### config.mk
export PLATFORM = sky130hd
export DESIGN_NAME = func_sequencer
export DESIGN_NICKNAME = d
export VERILOG_FILES = /design/src/rtl/func_sequencer.sv
export SDC_FILE = /design/constraint.sdc
export NUM_CORES = 1
export LEC_CHECK = 0
export BUFFER_PORTS_ARGS = -buffer_cell sky130_fd_sc_hd__buf_2
export CAP_MARGIN = 20
export CORE_UTILIZATION = 56
export CTS_CLUSTER_DIAMETER = 150
export DETAILED_ROUTE_END_ITERATION = 10
export PLACE_DENSITY = 0.79
export SYNTH_ARGS = -nofsm -noshare
export SYNTH_HDL_FRONTEND = slang
export SYNTH_SLANG_ARGS = --single-unit
### constraint.sdc
create_clock -name clk_i -period 2.5 [get_ports clk_i]
set_clock_uncertainty 0.2 [all_clocks]
set_input_delay 0.5 -clock clk_i [delete_from_list [all_inputs] [get_ports clk_i]]
set_output_delay 0.5 -clock clk_i [all_outputs]
set_load 0.1 [all_outputs]
### src/rtl/func_sequencer.sv
// Issue sequencer for the a^3 + sqrt(b) function unit: operand FIFO, start/busy
// handshake, registered valid/ready result port, watchdog and completion counter.
module func_sequencer #(
  parameter int unsigned DEPTH   = 4,
  parameter int unsigned TIMEOUT = 255
) (
  input  logic        clk_i,
  input  logic        rst_i,
  input  logic        push_i,
  input  logic [7:0]  a_i,
  input  logic [7:0]  b_i,
  output logic        full_o,
  output logic        empty_o,
  output logic        fu_start_o,
  output logic [7:0]  fu_a_o,
  output logic [7:0]  fu_b_o,
  input  logic [1:0]  fu_busy_i,
  input  logic [15:0] fu_y_i,
  output logic        res_valid_o,
  input  logic        res_ready_i,
  output logic [15:0] res_o,
  output logic        err_o,
  output logic [7:0]  done_cnt_o
);

  localparam int unsigned AW = $clog2(DEPTH);
  localparam int unsigned CW = AW + 1;
  localparam logic [CW-1:0] FULL_CNT = CW'(DEPTH);
  localparam logic [CW-1:0] ONE_CNT  = CW'(1);
  localparam logic [AW-1:0] ONE_PTR  = AW'(1);
  localparam logic [7:0]    WD_LIMIT = 8'(TIMEOUT);

  typedef enum logic [1:0] {
    S_IDLE  = 2'd0,
    S_ISSUE = 2'd1,
    S_WAIT  = 2'd2,
    S_HOLD  = 2'd3
  } state_t;

  // Operand storage: each entry is {a, b}
  logic [15:0]   mem_q [DEPTH];
  logic [AW-1:0] wr_ptr_q, rd_ptr_q;
  logic [CW-1:0] count_q, count_d;
  logic          full_q, empty_q;
  logic          push_ok, pop;
  logic [15:0]   head;

  state_t        state_q, state_d;
  logic          start_q, start_d;
  logic [7:0]    fu_a_q, fu_a_d;
  logic [7:0]    fu_b_q, fu_b_d;
  logic [7:0]    wd_q, wd_d;
  logic [7:0]    wd_inc;
  logic          wd_expired;
  logic [15:0]   res_q, res_d;
  logic          res_valid_q, res_valid_d;
  logic [7:0]    done_q, done_d;
  logic          err_q, err_d;

  // A full FIFO drops the push even when the same edge pops an entry
  assign push_ok = push_i && !full_q;
  assign pop     = (state_q == S_IDLE) && !empty_q && !res_valid_q;
  assign head    = mem_q[rd_ptr_q];

  always_comb begin
    count_d = count_q;
    if (push_ok && !pop) begin
      count_d = count_q + ONE_CNT;
    end else if (!push_ok && pop) begin
      count_d = count_q - ONE_CNT;
    end
  end

  always_ff @(posedge clk_i) begin
    if (push_ok) begin
      mem_q[wr_ptr_q] <= {a_i, b_i};
    end
  end

  always_ff @(posedge clk_i) begin
    if (rst_i) begin
      wr_ptr_q <= '0;
      rd_ptr_q <= '0;
      count_q  <= '0;
      full_q   <= 1'b0;
      empty_q  <= 1'b1;
    end else begin
      if (push_ok) begin
        wr_ptr_q <= wr_ptr_q + ONE_PTR;
      end
      if (pop) begin
        rd_ptr_q <= rd_ptr_q + ONE_PTR;
      end
      count_q <= count_d;
      full_q  <= (count_d == FULL_CNT);
      empty_q <= (count_d == '0);
    end
  end

  assign wd_inc     = wd_q + 8'd1;
  assign wd_expired = (wd_inc == WD_LIMIT);

  always_comb begin
    state_d     = state_q;
    start_d     = start_q;
    fu_a_d      = fu_a_q;
    fu_b_d      = fu_b_q;
    wd_d        = wd_q;
    res_d       = res_q;
    res_valid_d = res_valid_q;
    done_d      = done_q;
    err_d       = err_q;
    case (state_q)
      S_IDLE: begin
        if (pop) begin
          fu_a_d  = head[15:8];
          fu_b_d  = head[7:0];
          start_d = 1'b1;
          wd_d    = 8'd0;
          state_d = S_ISSUE;
        end
      end
      S_ISSUE: begin
        if (fu_busy_i != 2'd0) begin
          start_d = 1'b0;
          wd_d    = 8'd0;
          state_d = S_WAIT;
        end else if (wd_expired) begin
          err_d   = 1'b1;
          start_d = 1'b0;
          wd_d    = 8'd0;
          state_d = S_IDLE;
        end else begin
          wd_d = wd_inc;
        end
      end
      S_WAIT: begin
        if (fu_busy_i == 2'd0) begin
          res_d       = fu_y_i;
          res_valid_d = 1'b1;
          done_d      = done_q + 8'd1;
          state_d     = S_HOLD;
        end else if (wd_expired) begin
          // Abandon the operation: no result, counter untouched, move on
          err_d   = 1'b1;
          start_d = 1'b0;
          wd_d    = 8'd0;
          state_d = S_IDLE;
        end else begin
          wd_d = wd_inc;
        end
      end
      S_HOLD: begin
        if (res_ready_i) begin
          res_valid_d = 1'b0;
          state_d     = S_IDLE;
        end
      end
      default: begin
        state_d = S_IDLE;
      end
    endcase
  end

  always_ff @(posedge clk_i) begin
    if (rst_i) begin
      state_q     <= S_IDLE;
      start_q     <= 1'b0;
      fu_a_q      <= 8'd0;
      fu_b_q      <= 8'd0;
      wd_q        <= 8'd0;
      res_q       <= 16'd0;
      res_valid_q <= 1'b0;
      done_q      <= 8'd0;
      err_q       <= 1'b0;
    end else begin
      state_q     <= state_d;
      start_q     <= start_d;
      fu_a_q      <= fu_a_d;
      fu_b_q      <= fu_b_d;
      wd_q        <= wd_d;
      res_q       <= res_d;
      res_valid_q <= res_valid_d;
      done_q      <= done_d;
      err_q       <= err_d;
    end
  end

  assign full_o      = full_q;
  assign empty_o     = empty_q;
  assign fu_start_o  = start_q;
  assign fu_a_o      = fu_a_q;
  assign fu_b_o      = fu_b_q;
  assign res_valid_o = res_valid_q;
  assign res_o       = res_q;
  assign err_o       = err_q;
  assign done_cnt_o  = done_q;

endmodule
## After elaboration in Yosys (flattened, before gate mapping)

Memory sizes are Yosys's and may differ from the RTL's. A register that Yosys moved wholly into a read port is not among the register bits.
Cells that the tools add are included.

- Flip-flop bits (word level): 46
- Bits in writable memories: 64
- Bits of input ports: 38
- Output and inout port bits: 45
- Logic and storage cells: 79
- Memories kept: 1

- Add/sub/neg operators: 6
- Eq/ne operators: 10
- Mux-type cells: 27
- Reduce and logical (&&, ||, !) cells: 23

Memory list:

| name | words | width | rd ports | clocked after Yosys merged registers in | wr ports | RTL line | source |
|---|---|---|---|---|---|---|---|
| mem_q | 4 | 16 | 1 | 1 | 1 | 41 | `logic [15:0] mem_q [DEPTH];` |

Operators by type and width:

| cell | number |
|---|---|
| $mux W8 | 4 |
| $pmux W8 S3 | 1 |
| $add A8 B1 Y8 const B | 2 |
| $mux W1 | 11 |
| $mux W2 | 5 |
| $ne A2 B2 Y1 const B | 5 |
| $reduce_and A3 Y1 | 3 |
| $eq A8 B8 Y1 const B | 1 |
| $pmux W2 S4 | 1 |
| $mux W3 | 2 |
| $reduce_and A2 Y1 | 3 |
| $reduce_bool A2 Y1 | 3 |
| $logic_and A1 B1 Y1 | 5 |
| $logic_not A1 Y1 | 5 |
| $add A2 B1 Y2 const B | 2 |
| $eq A2 B2 Y1 const B | 2 |
| $logic_not A2 Y1 | 2 |
| $pmux W1 S2 | 2 |
| $add A3 B1 Y3 const B | 1 |
| $eq A3 B3 Y1 const B | 1 |
| $logic_not A3 Y1 | 1 |
| $pmux W1 S3 | 1 |
| $reduce_bool A3 Y1 | 1 |
| $sub A3 B1 Y3 const B | 1 |
| $eq A2 B1 Y1 const B | 1 |

## Logic depth before layout (Yosys ltp)

Gate-level depths: netlist of the first run.

- Word-level depth: 7
- Mapped depth: 9
- Mapped depth without buffers: 7

## Worst setup path after synthesis of the first run

No wires, ideal clock.

- Kind: reg2reg
- Start point: register res_valid_q (netlist: res_valid_o)
- End point: register empty_q (netlist: empty_o)
- Setup time: 0.115 ns
- Arrival time: 2.049 ns
- Data required time: 2.185 ns
- Slack: 0.136 ns
- Cell stages (with the launch flop): 7
- Path buffers: 1
- Clock period less this slack: 2.364 ns
- Cells stage by stage: dfxtp_1 -> or3b_2 -> buf_2 -> nand3_1 -> and3b_1 -> nor3_1 -> o21ba_2

- Cells in the longest elaborated chain, start to end: 6
- Elaborated cells on any way between the ends: 8
- Those cells by class: mux (2); reduce/logical (6)

RTL lines:

| what | RTL line | source |
|---|---|---|
| start, declared | 56 | `logic res_valid_q, res_valid_d;` |
| start signal, assigned | 183 | `res_valid_q <= res_valid_d;` |
| $logic_not A1 Y1 (*) | 62 | `assign pop = (state_q == S_IDLE) && !empty_q && !res_valid_q;` |
| $logic_and A1 B1 Y1 (*) | 62 |  |
| $logic_and A1 B1 Y1 / $logic_not A1 Y1 (equally long branches) | 69, 67 |  |
| $mux W3 / $logic_and A1 B1 Y1 (equally long branches) | 69, 67 |  |
| $mux W3 (*) | 67 | `if (push_ok && !pop) begin` |
| $logic_not A3 Y1 (*) | 96 | `empty_q <= (count_d == '0);` |
| end signal, assigned | 96 |  |
| end, declared | 44 | `logic full_q, empty_q;` |

Mark *: on every way between the ends. The rest lies on a longest branch, timed or not.
A chain may end at the register's enable or synchronous reset.

## Final worst setup path of the first run

- Start point: register state_q[1]
- End point: register empty_q (netlist: empty_o)

- Cells in the longest elaborated chain, start to end: 7
- Elaborated cells on any way between the ends: 9
- Those cells by class: mux (2); reduce/logical (7)

RTL lines:

| what | RTL line | source |
|---|---|---|
| start, declared | 48 | `state_t state_q, state_d;` |
| start signal, assigned | 177 | `state_q <= state_d;` |
| $logic_not A2 Y1 (*) | 62 |  |
| $logic_and A1 B1 Y1 (*) (2 in series) | 62 |  |
| $logic_and A1 B1 Y1 / $logic_not A1 Y1 (equally long branches) | 69, 67 |  |
| $mux W3 / $logic_and A1 B1 Y1 (equally long branches) | 69, 67 |  |
| $mux W3 (*) | 67 |  |
| $logic_not A3 Y1 (*) | 96 |  |

Marked as above.

==> flow_metrics.env, run 1 <==
export IMPL_gr_total_overflow=0
export IMPL_internal_power_w=0.004477
export IMPL_placed_cells=602
export IMPL_p_sw_share_pct=35.18
export IMPL_finalCriticalPeriod_ns=2.194
export IMPL_async_reset_ff_share_pct=0
export IMPL_synthXorXnorAreaFrac_pct=2.064
export IMPL_n_antenna_cell=0
export IMPL_die_area_um2=9479
export IMPL_synth_simple_area_share_pct=14.05
export IMPL_cp_required_ns=2.70
export IMPL_setup_violations=0
export IMPL_initial_core_util_pct=58.11
export IMPL_ir_drop_v=0.0006723
export IMPL_clk_pin_slew_ns=0.06
export IMPL_grt_pass1_vias=3580
export IMPL_drv_cap=0
export IMPL_drtAntennaViolNets=0
export IMPL_hold_viol=0
export IMPL_syn_inst=417
export IMPL_worstSetupPathType="flip-flop to flip-flop"
export IMPL_min_path_type="input pin to flip-flop"
export IMPL_wl_um=10610
export IMPL_place_gp_congestion=0.8681
export IMPL_multi_input_area_um2=1819
export IMPL_tightest_slew_ns=0.5027
export IMPL_final_cells=643
export IMPL_powerDensity_nw_per_um2=1090
export IMPL_synth_top_family_by_area="simple AND/OR/NAND/NOR gates"
export IMPL_die_w_um=97.36
export IMPL_synth_cell_types=55
export IMPL_cts_tree="yes"
export IMPL_fin_tns_setup_ns=0
export IMPL_clockPowerShare_pct=34.1
export IMPL_ys_seq_area_share_pct=62.11
export IMPL_yosys_warnings=0
export IMPL_drv_slew=0
export IMPL_dp_slack_ns=0.3234
export IMPL_fin_crit_sh_pct=87.75
export IMPL_synthesis_nets=470
export IMPL_cp_end_kind="flip-flop"
export IMPL_area_growth_pct=24.40
export IMPL_cp_data_arrival_time_ns=2.39
export IMPL_cts_setup_buffers=0
export IMPL_firstDrtPassIters=4
export IMPL_cp_start_kind="flip-flop"
export IMPL_layout_commonest_cell="nand2_1"
export IMPL_placementRows=34
export IMPL_clock_root_buffer="clkbuf_8"
export IMPL_synth_avg_cell_area_um2=12.21
export IMPL_synth_fa_ha_area_share_pct=3.686
export IMPL_synth_compound_area_share_pct=8.526
export IMPL_wl_per_cell_um=16.50
export IMPL_h_tree_depth=4
export IMPL_netlist_area_um2=5092
export IMPL_p_switching_w=0.002429
export IMPL_setup_slack_ns=0.3062
export IMPL_drc=0
export IMPL_vias=3558
export IMPL_io_pins=83
export IMPL_status="completed"
export IMPL_synth_seq_cells=126
export IMPL_pwr_share_seq_pct=36.7
export IMPL_drive_gt1_share_pct=27.85
export IMPL_fillers=618
export IMPL_register_area_um2=3163
export IMPL_grt_antenna_before_repair=0
export IMPL_dr_first_iter_drc_count=184
export IMPL_path_max_fanout=8
export IMPL_vias_per_cell=5.533
export IMPL_grt_setup_unrepaired="false"
export IMPL_dp_hpwl_um=6855
export IMPL_cts_buffers=17
export IMPL_core_um2=8763
export IMPL_grt_max_degree=31
export IMPL_die_y_um=97.36
export IMPL_r2r_cells=7
export IMPL_cts_path_max_buffers=2
export IMPL_synth_edf_count=64
export IMPL_clkLatencyLatePin_ns=0.51
export IMPL_grt_use_total_pct=23.91
export IMPL_rrSetupSlack_ns=0.31
export IMPL_synth_area_mux_share_pct=7.297
export IMPL_grt_first_pass_wirelength_um=17310
export IMPL_cts_resized_gates=0
export IMPL_slew_headroom_pct=66.42
export IMPL_p_comb_share_pct=29.1
export IMPL_max_clock_freq_mhz=455.8
export IMPL_power_leakage_nw=2.503
export IMPL_layout_nets=575
export IMPL_final_cell_mix="nand2_1 (84), buf_2 (82), edfxtp_1 (64)"
export IMPL_total_power_w=0.006906
export IMPL_io_buffers=82
export IMPL_cts_hold_buf=8
export IMPL_synthFlopType="edfxtp_1"
export IMPL_cts_sinks=126
export IMPL_hold_depth=1
export IMPL_final_util_pct=72.29
-- per-stage QoR --
step / cell area, um^2 / hold slack (ns)
detailed placement: 5674 / 0.2453
global route: 6335 / 0.001805
floorplan: 5092 / 0.2692
global placement: 5674 / 0.2388
CTS: 6325 / 0.0007794
finish: 6335 / 0.01283
-- sequential cells by signal, summed over array words and instances, names as in the netlist --
register     flops
rd_ptr_q         2
res_valid_o      1
fu_start_o       1
empty_o          1
full_o           1
count_q          3
res_o           16
fu_a_o           8
wr_ptr_q         2
state_q          2
mem_q           64
fu_b_o           8
done_cnt_o       8
wd_q             8
err_o            1
-- critical path: stages, from the launching register on --
cell	delay, ns
dfxtp_1	0.35
inv_1	0.13
ha_1	0.19
or3b_2	0.57
nand3_1	0.14
a21boi_0	0.08
nor3_1	0.22
o21ba_2	0.20
-- layout make-up --
type / instances / share of cell area [%]
flip-flops and latches: 126 / 49.93
multi-input cells: 262 / 28.72
repair buffers: 106 / 9.678
clock buffers: 19 / 6.656
clock inverters: 13 / 2.350
well taps: 108 / 2.133
inverters: 9 / 0.5333
-- cells in the mapped netlist (3+ instances only) --
master / n / area [um^2]
xnor2_1: 5 / 43.79
edfxtp_1: 64 / 1922
nor2b_1: 4 / 25.02
nand3_1: 6 / 30.03
inv_1: 9 / 33.78
a211o_1: 3 / 26.28
and2_1: 5 / 31.28
clkbuf_1: 13 / 48.80
xor2_1: 7 / 61.31
mux4_2: 16 / 360.4
buf_2: 4 / 20.02
nor3_1: 7 / 35.03
ha_1: 15 / 187.7
a21oi_1: 37 / 185.2
and3_1: 3 / 18.77
nand2_1: 84 / 315.3
dfxtp_1: 62 / 1241
nor2_1: 22 / 82.58
-- kinds of logic (layout without fill, tap and decap cells) --
| kind of cell | Yosys count | in the layout |
|---|---|---|
| mux | 17 | 17 |
| fa+ha+maj | 15 | 15 |
| flops | 126 | 126 |
| simple gates | 152 | 152 |
| buf+inv | 29 | 147 |
| xor+xnor | 12 | 12 |
| compound gates | 66 | 66 |
-- power groups by stage --
stage	Combinational, W	Sequential [W]	Clock, W
after global routing	0.00215	0.00256	0.00249
after detailed placement	0.00200	0.00257	0
after CTS	0.00202	0.00254	0.00240
after floorplan	0.000825	0.00331	0
final	0.00201	0.00254	0.00236
after global placement	0.00196	0.00256	0
-- final timing paths --
path | from | to
hold / removal | b_i[0] | mem_q[3][0]
hold reg to reg | fu_b_o[7] | fu_b_o[7]
setup reg to reg | state_q[1] | empty_o
setup / recovery | state_q[1] | empty_o
-- per-layer routing --
metal | up-vias | wire, um | global-route usage, %
li1 | 1717 | - | -
met2 | 127 | 5421 | 41.42
met1 | 1697 | 4332 | 28.17
met3 | 17 | 668 | 6.763
met4 | 0 | 190 | 9.163
met5 | - | 0 | 0
(Power assumes the default switching activity.)
==> run 2: changes to the inputs <==
- CORE_UTILIZATION: 56 -> 60
- GPL_TIMING_DRIVEN: not set -> 0
- MAX_ROUTING_LAYER: not set -> met4
- PLACE_DENSITY: 0.79 -> 0.84
- clock period: 2.5 -> 2.6 ns (I/O delays scaled with it)
==> run 2 against run 1 <==
  * Critical path depth did not move
  * Utilization rose by 4.2 points
  * Clock power fell by 3%
  * Cell area fell by 0.83%
  * Sequential cell count did not move
  * Cell count did not move
  * Global-route usage rose by 2.7 points
  * Routed wire length fell by 1.3%
  * Clock-buffer cell count fell by 1
  * Combinational power fell by 5%
  * Total power fell by 4.0%
  * Critical endpoint is now fu_a_o[4]
  * Highest routed layer unchanged
==> flow_metrics.env, run 2 (synthesis results as in run 1) <==
export IMPL_placementRows=33
export IMPL_critical_path_slowest_cell="clkbuf_1"
export IMPL_die_y_um=94.13
export IMPL_cts_sinks=126
export IMPL_grt_setup_unrepaired="false"
export IMPL_drv_slew=0
export IMPL_max_clock_freq_mhz=416.4
export IMPL_core_um2=8217
export IMPL_ir_drop_v=0.0009540
export IMPL_fin_crit_sh_pct=92.36
export IMPL_crit_chain="inv_1 > ha_1 > nor3b_1 > clkbuf_1 > clkbuf_2 > nand2_1 > a21oi_1"
export IMPL_powerDensity_nw_per_um2=1055
export IMPL_gr_total_overflow=0
export IMPL_wl_per_cell_um=16.29
export IMPL_clockPowerShare_pct=34.4
export IMPL_clock_root_buffer="clkbuf_8"
export IMPL_layout_nets=578
export IMPL_r2r_cells=7
export IMPL_rrSetupSlack_ns=0.20
export IMPL_grt_pass1_vias=3544
export IMPL_p_sw_share_pct=36.43
export IMPL_cp_required_ns=2.83
export IMPL_dp_slack_ns=0.08865
export IMPL_cts_buffers=17
export IMPL_place_gp_congestion=0.8766
export IMPL_tightest_slew_ns=0.8593
export IMPL_grt_max_degree=17
export IMPL_max_stage_delay_ns=0.46
export IMPL_min_to="mem_q[2][6]"
export IMPL_cts_path_max_buffers=2
export IMPL_io_buffers=82
export IMPL_top_register="mem_q"
export IMPL_grt_first_pass_wirelength_um=16580
export IMPL_layout_commonest_cell="buf_2"
export IMPL_register_area_um2=3163
export IMPL_cp_num_cells=7
export IMPL_cts_tree="yes"
export IMPL_internal_power_w=0.004214
export IMPL_clk_pin_slew_ns=0.06
export IMPL_setup_violations=0
export IMPL_cp_end_kind="flip-flop"
export IMPL_vias=3602
export IMPL_status="completed"
export IMPL_fin_tns_setup_ns=0
export IMPL_worstSetupPathType="flip-flop to flip-flop"
export IMPL_worst_path_buf_inv=3
export IMPL_initial_core_util_pct=61.98
export IMPL_die_area_um2=8860
export IMPL_cp_start_kind="flip-flop"
export IMPL_die_w_um=94.13
export IMPL_total_power_w=0.006628
export IMPL_final_util_pct=76.46
export IMPL_placed_cell_area_um2=5634
export IMPL_drc=0
export IMPL_io_pins=83
export IMPL_largest_register_ffs=64
export IMPL_power_leakage_nw=2.455
export IMPL_h_tree_depth=4
export IMPL_hold_viol=0
export IMPL_hp_start="b_i[6]"
export IMPL_hold_depth=1
export IMPL_min_path_type="input pin to flip-flop"
export IMPL_fillers=511
export IMPL_p_switching_w=0.002415
export IMPL_finalCriticalPeriod_ns=2.401
export IMPL_dr_first_iter_drc_count=145
export IMPL_clkLatencyLatePin_ns=0.51
export IMPL_final_cell_area_um2=6282
export IMPL_area_growth_pct=23.37
export IMPL_slew_headroom_pct=42.71
export IMPL_final_cell_mix="buf_2 (86), nand2_1 (84), edfxtp_1 (64)"
export IMPL_grt_use_total_pct=26.63
export IMPL_dp_hpwl_um=6804
export IMPL_wl_um=10470
export IMPL_drive_gt1_share_pct=26.77
export IMPL_r2r_start="state_q[1]"
export IMPL_path_max_fanout=10
export IMPL_multi_input_area_um2=1814
export IMPL_vias_per_cell=5.602
export IMPL_drv_cap=0
export IMPL_firstDrtPassIters=4
export IMPL_drtAntennaViolNets=0
export IMPL_cp_data_arrival_time_ns=2.63
export IMPL_pwr_share_seq_pct=36.8
export IMPL_grt_antenna_before_repair=0
export IMPL_setup_slack_ns=0.1987
export IMPL_p_comb_share_pct=28.9
export IMPL_critPathTopFamily="buffers and inverters"
export IMPL_worstReg2RegEnd="fu_a_o[4]"
export IMPL_n_antenna_cell=0
run 2: cell count changes in the layout (fill, tap and decap cells not counted), sizes merged:
cell         before  now
inv              10   14
clkbuf           19   32
clkinvlp          1    4
bufinv            3    2
clkinv            8    3
buf              97   88
dlygate4sd3       9    7
run 2: power groups by stage:
stage / logic [W] / clock network [W] / registers, W
2_1_floorplan: 0.000793 / 0 / 0.00318
3_3_place_gp: 0.00184 / 0 / 0.00246
3_5_place_dp: 0.00188 / 0 / 0.00247
4_1_cts: 0.00192 / 0.00231 / 0.00244
5_1_grt: 0.00204 / 0.00240 / 0.00246
6_report: 0.00191 / 0.00228 / 0.00244
run 2: repair_timing:
action | CTS | global route
buffers inserted | 0 | 0
gates resized for setup | 1 | 0
endpoints found under the hold margin | 25 | 0
hold buffers | 7 | 0
endpoints found under the setup margin | 1 | 0
run 2: worst max path at each step:
stage | slack [ns] | from | to
floorplan | 0.24 | res_valid_o | empty_o
global placement | 0.17 | state_q[1] | fu_b_o[1]
detailed placement | 0.09 | state_q[0] | fu_b_o[1]
CTS | 0.16 | state_q[1] | fu_a_o[4]
global route | 0.02 | state_q[1] | fu_a_o[4]
finish | 0.20 | state_q[1] | fu_a_o[4]
run 2: final cells by class:
type / count / area share (%)
tap: 105 / 2.091
clock inverter: 14 / 2.529
inverter: 9 / 0.5377
sequential: 126 / 50.35
buffer: 20 / 1.314
multi-input combinational: 262 / 28.88
clock buffer: 18 / 6.652
timing repair buffer: 89 / 7.648
run 2: worst register-to-register path, stage by stage (launching register included):
cell and delay (ns):
dfxtp_1 0.35, inv_1 0.13, ha_1 0.19, nor3b_1 0.37, clkbuf_1 0.46, clkbuf_2 0.36
nand2_1 0.10, a21oi_1 0.16
run 2: routing by layer:
layer	global-route usage, %	part of all wire (%)
met1	29.28	40
met4	13.08	1.8
met2	44.71	53
met5	-	0
met3	7.201	5.4
run 2: stage by stage:
stage	hold WS [ns]	std cells
final	0.02890	643
after CTS	0.003546	643
after global routing	0.009872	643
after global placement	0.2392	604
after detailed placement	0.2462	604
after floorplan	0.2692	417
==> run 3: changes to the inputs <==
- REMOVE_ABC_BUFFERS: not set -> 1
==> run 3 against run 2 <==
  * Global-route usage rose by 0.27 points
  * Critical path depth did not move
  * Cell area decreased by 1.8%
  * Setup slack got worse by 0.0058 ns
  * Register-to-register slack hardly changed
  * Critical path type unchanged
  * Largest cell class unchanged
==> flow_metrics.env, run 3 (synthesis results as in run 1) <==
export IMPL_status="completed"
export IMPL_max_clock_freq_mhz=415.5
export IMPL_placed_cell_area_um2=5597
export IMPL_wl_um=10750
export IMPL_n_antenna_cell=0
export IMPL_pwr_share_seq_pct=38.5
export IMPL_firstDrtPassIters=4
export IMPL_finalCriticalPeriod_ns=2.407
export IMPL_area_growth_pct=21.11
export IMPL_layout_commonest_cell="nand2_1"
export IMPL_h_tree_depth=4
export IMPL_vias=3499
export IMPL_placementRows=33
export IMPL_grt_max_degree=57
export IMPL_cp_data_arrival_time_ns=2.61
export IMPL_p_comb_share_pct=29.2
export IMPL_final_util_pct=75.06
export IMPL_powerDensity_nw_per_um2=1050
export IMPL_final_cell_mix="nand2_1 (84), buf_2 (82), edfxtp_1 (64)"
export IMPL_p_switching_w=0.002442
export IMPL_top_register="mem_q"
export IMPL_path_max_fanout=11
export IMPL_drive_gt1_share_pct=28.10
export IMPL_clock_root_buffer="clkbuf_8"
export IMPL_grt_first_pass_wirelength_um=16710
export IMPL_grt_setup_unrepaired="false"
export IMPL_cp_start_kind="flip-flop"
export IMPL_place_gp_congestion=0.8501
export IMPL_worstSetupPathType="flip-flop to flip-flop"
export IMPL_min_path_type="input pin to flip-flop"
export IMPL_ir_drop_v=0.0007340
export IMPL_startpoint="state_q[1]"
export IMPL_gr_total_overflow=0
export IMPL_final_cell_area_um2=6167
export IMPL_grt_antenna_before_repair=0
export IMPL_layout_nets=556
export IMPL_setup_slack_ns=0.1930
export IMPL_fin_crit_sh_pct=92.58
export IMPL_dp_hpwl_um=6405
export IMPL_cp_end_kind="flip-flop"
export IMPL_wl_per_cell_um=17.31
export IMPL_vias_per_cell=5.634
export IMPL_cts_path_max_buffers=2
export IMPL_drv_cap=0
export IMPL_fin_tns_setup_ns=0
export IMPL_r2r_start="state_q[1]"
export IMPL_largest_register_ffs=64
export IMPL_hold_viol=0
export IMPL_power_leakage_nw=2.396
export IMPL_initial_core_util_pct=61.98
export IMPL_dp_slack_ns=-0.2902
export IMPL_cts_sinks=126
export IMPL_tightest_slew_ns=1.078
export IMPL_die_w_um=94.13
export IMPL_dr_first_iter_drc_count=168
export IMPL_grt_pass1_vias=3421
export IMPL_hp_start="b_i[3]"
export IMPL_cp_required_ns=2.80
export IMPL_slew_headroom_pct=28.14
export IMPL_clkLatencyLatePin_ns=0.51
export IMPL_core_um2=8217
export IMPL_cts_tree="yes"
export IMPL_die_y_um=94.13
export IMPL_cts_buffers=17
export IMPL_drc=0
export IMPL_drv_slew=0
export IMPL_grt_use_total_pct=26.90
export IMPL_drtAntennaViolNets=0
export IMPL_p_sw_share_pct=37.71
export IMPL_die_area_um2=8860
export IMPL_io_buffers=82
export IMPL_internal_power_w=0.004034
export IMPL_clk_pin_slew_ns=0.06
export IMPL_setup_violations=0
export IMPL_clockPowerShare_pct=32.3
export IMPL_io_pins=83
[run 3: power by group through the flow]
stage / sequential, W / combinational (W) / clock [W]
4_1_cts: 0.00249 / 0.00188 / 0.00212
2_1_floorplan: 0.00323 / 0.000697 / 0
5_1_grt: 0.00251 / 0.00201 / 0.00222
3_5_place_dp: 0.00252 / 0.00186 / 0
3_3_place_gp: 0.00253 / 0.00174 / 0
6_report: 0.00249 / 0.00189 / 0.00209
[run 3: per-layer routing]
layer / GRT usage, % / part of all wire (%)
met5: - / 0
met3: 9.061 / 7.2
met4: 6.154 / 0.87
met2: 46.72 / 52
met1: 29.99 / 40
[run 3: path summary, 6_finish.rpt]
path                  to  slack [ns]  depth (start not counted)
min reg2reg     res_o[0]        0.25                          2
max reg2reg      empty_o        0.19                          7
max              empty_o        0.19                          7
min          mem_q[2][3]        0.02                          1
[run 3: area by class of cell]
| class | instances | area [um^2] |
|---|---|---|
| flip-flops and latches | 126 | 3163 |
| fillers | 523 | 2049 |
| multi-input cells | 263 | 1846 |
| repair buffers | 86 | 464.2 |
| clock buffers | 17 | 414.1 |
| well taps | 105 | 131.4 |
| clock inverters | 15 | 115.1 |
| inverters | 9 | 33.78 |
[run 3: stage by stage]
step / hold slack, ns / cells / total power, W
CTS: 0.009990 / 621 / 0.006487
finish: 0.02393 / 621 / 0.006476
global route: 0.003338 / 621 / 0.006741
floorplan: 0.2631 / 397 / 0.003931
global placement: 0.2386 / 584 / 0.004267
detailed placement: 0.2437 / 586 / 0.004384
[run 3: timing repair]
item | 4_1_cts | 5_1_grt
buffers inserted | 2 | 0
setup endpoints to repair | 11 | 3
gates resized for setup | 0 | 3
cloned | 1 | 0
hold buffers | 0 | 0
pin swaps | 0 | 0
[run 3: critical path, stage by stage, from the launching register on]
cell and delay, ns:
dfxtp_1 0.36, inv_1 0.14, ha_1 0.22, nor3b_4 0.52, nand3_1 0.18, and3b_1 0.20
nor3_1 0.27, o21ba_2 0.21
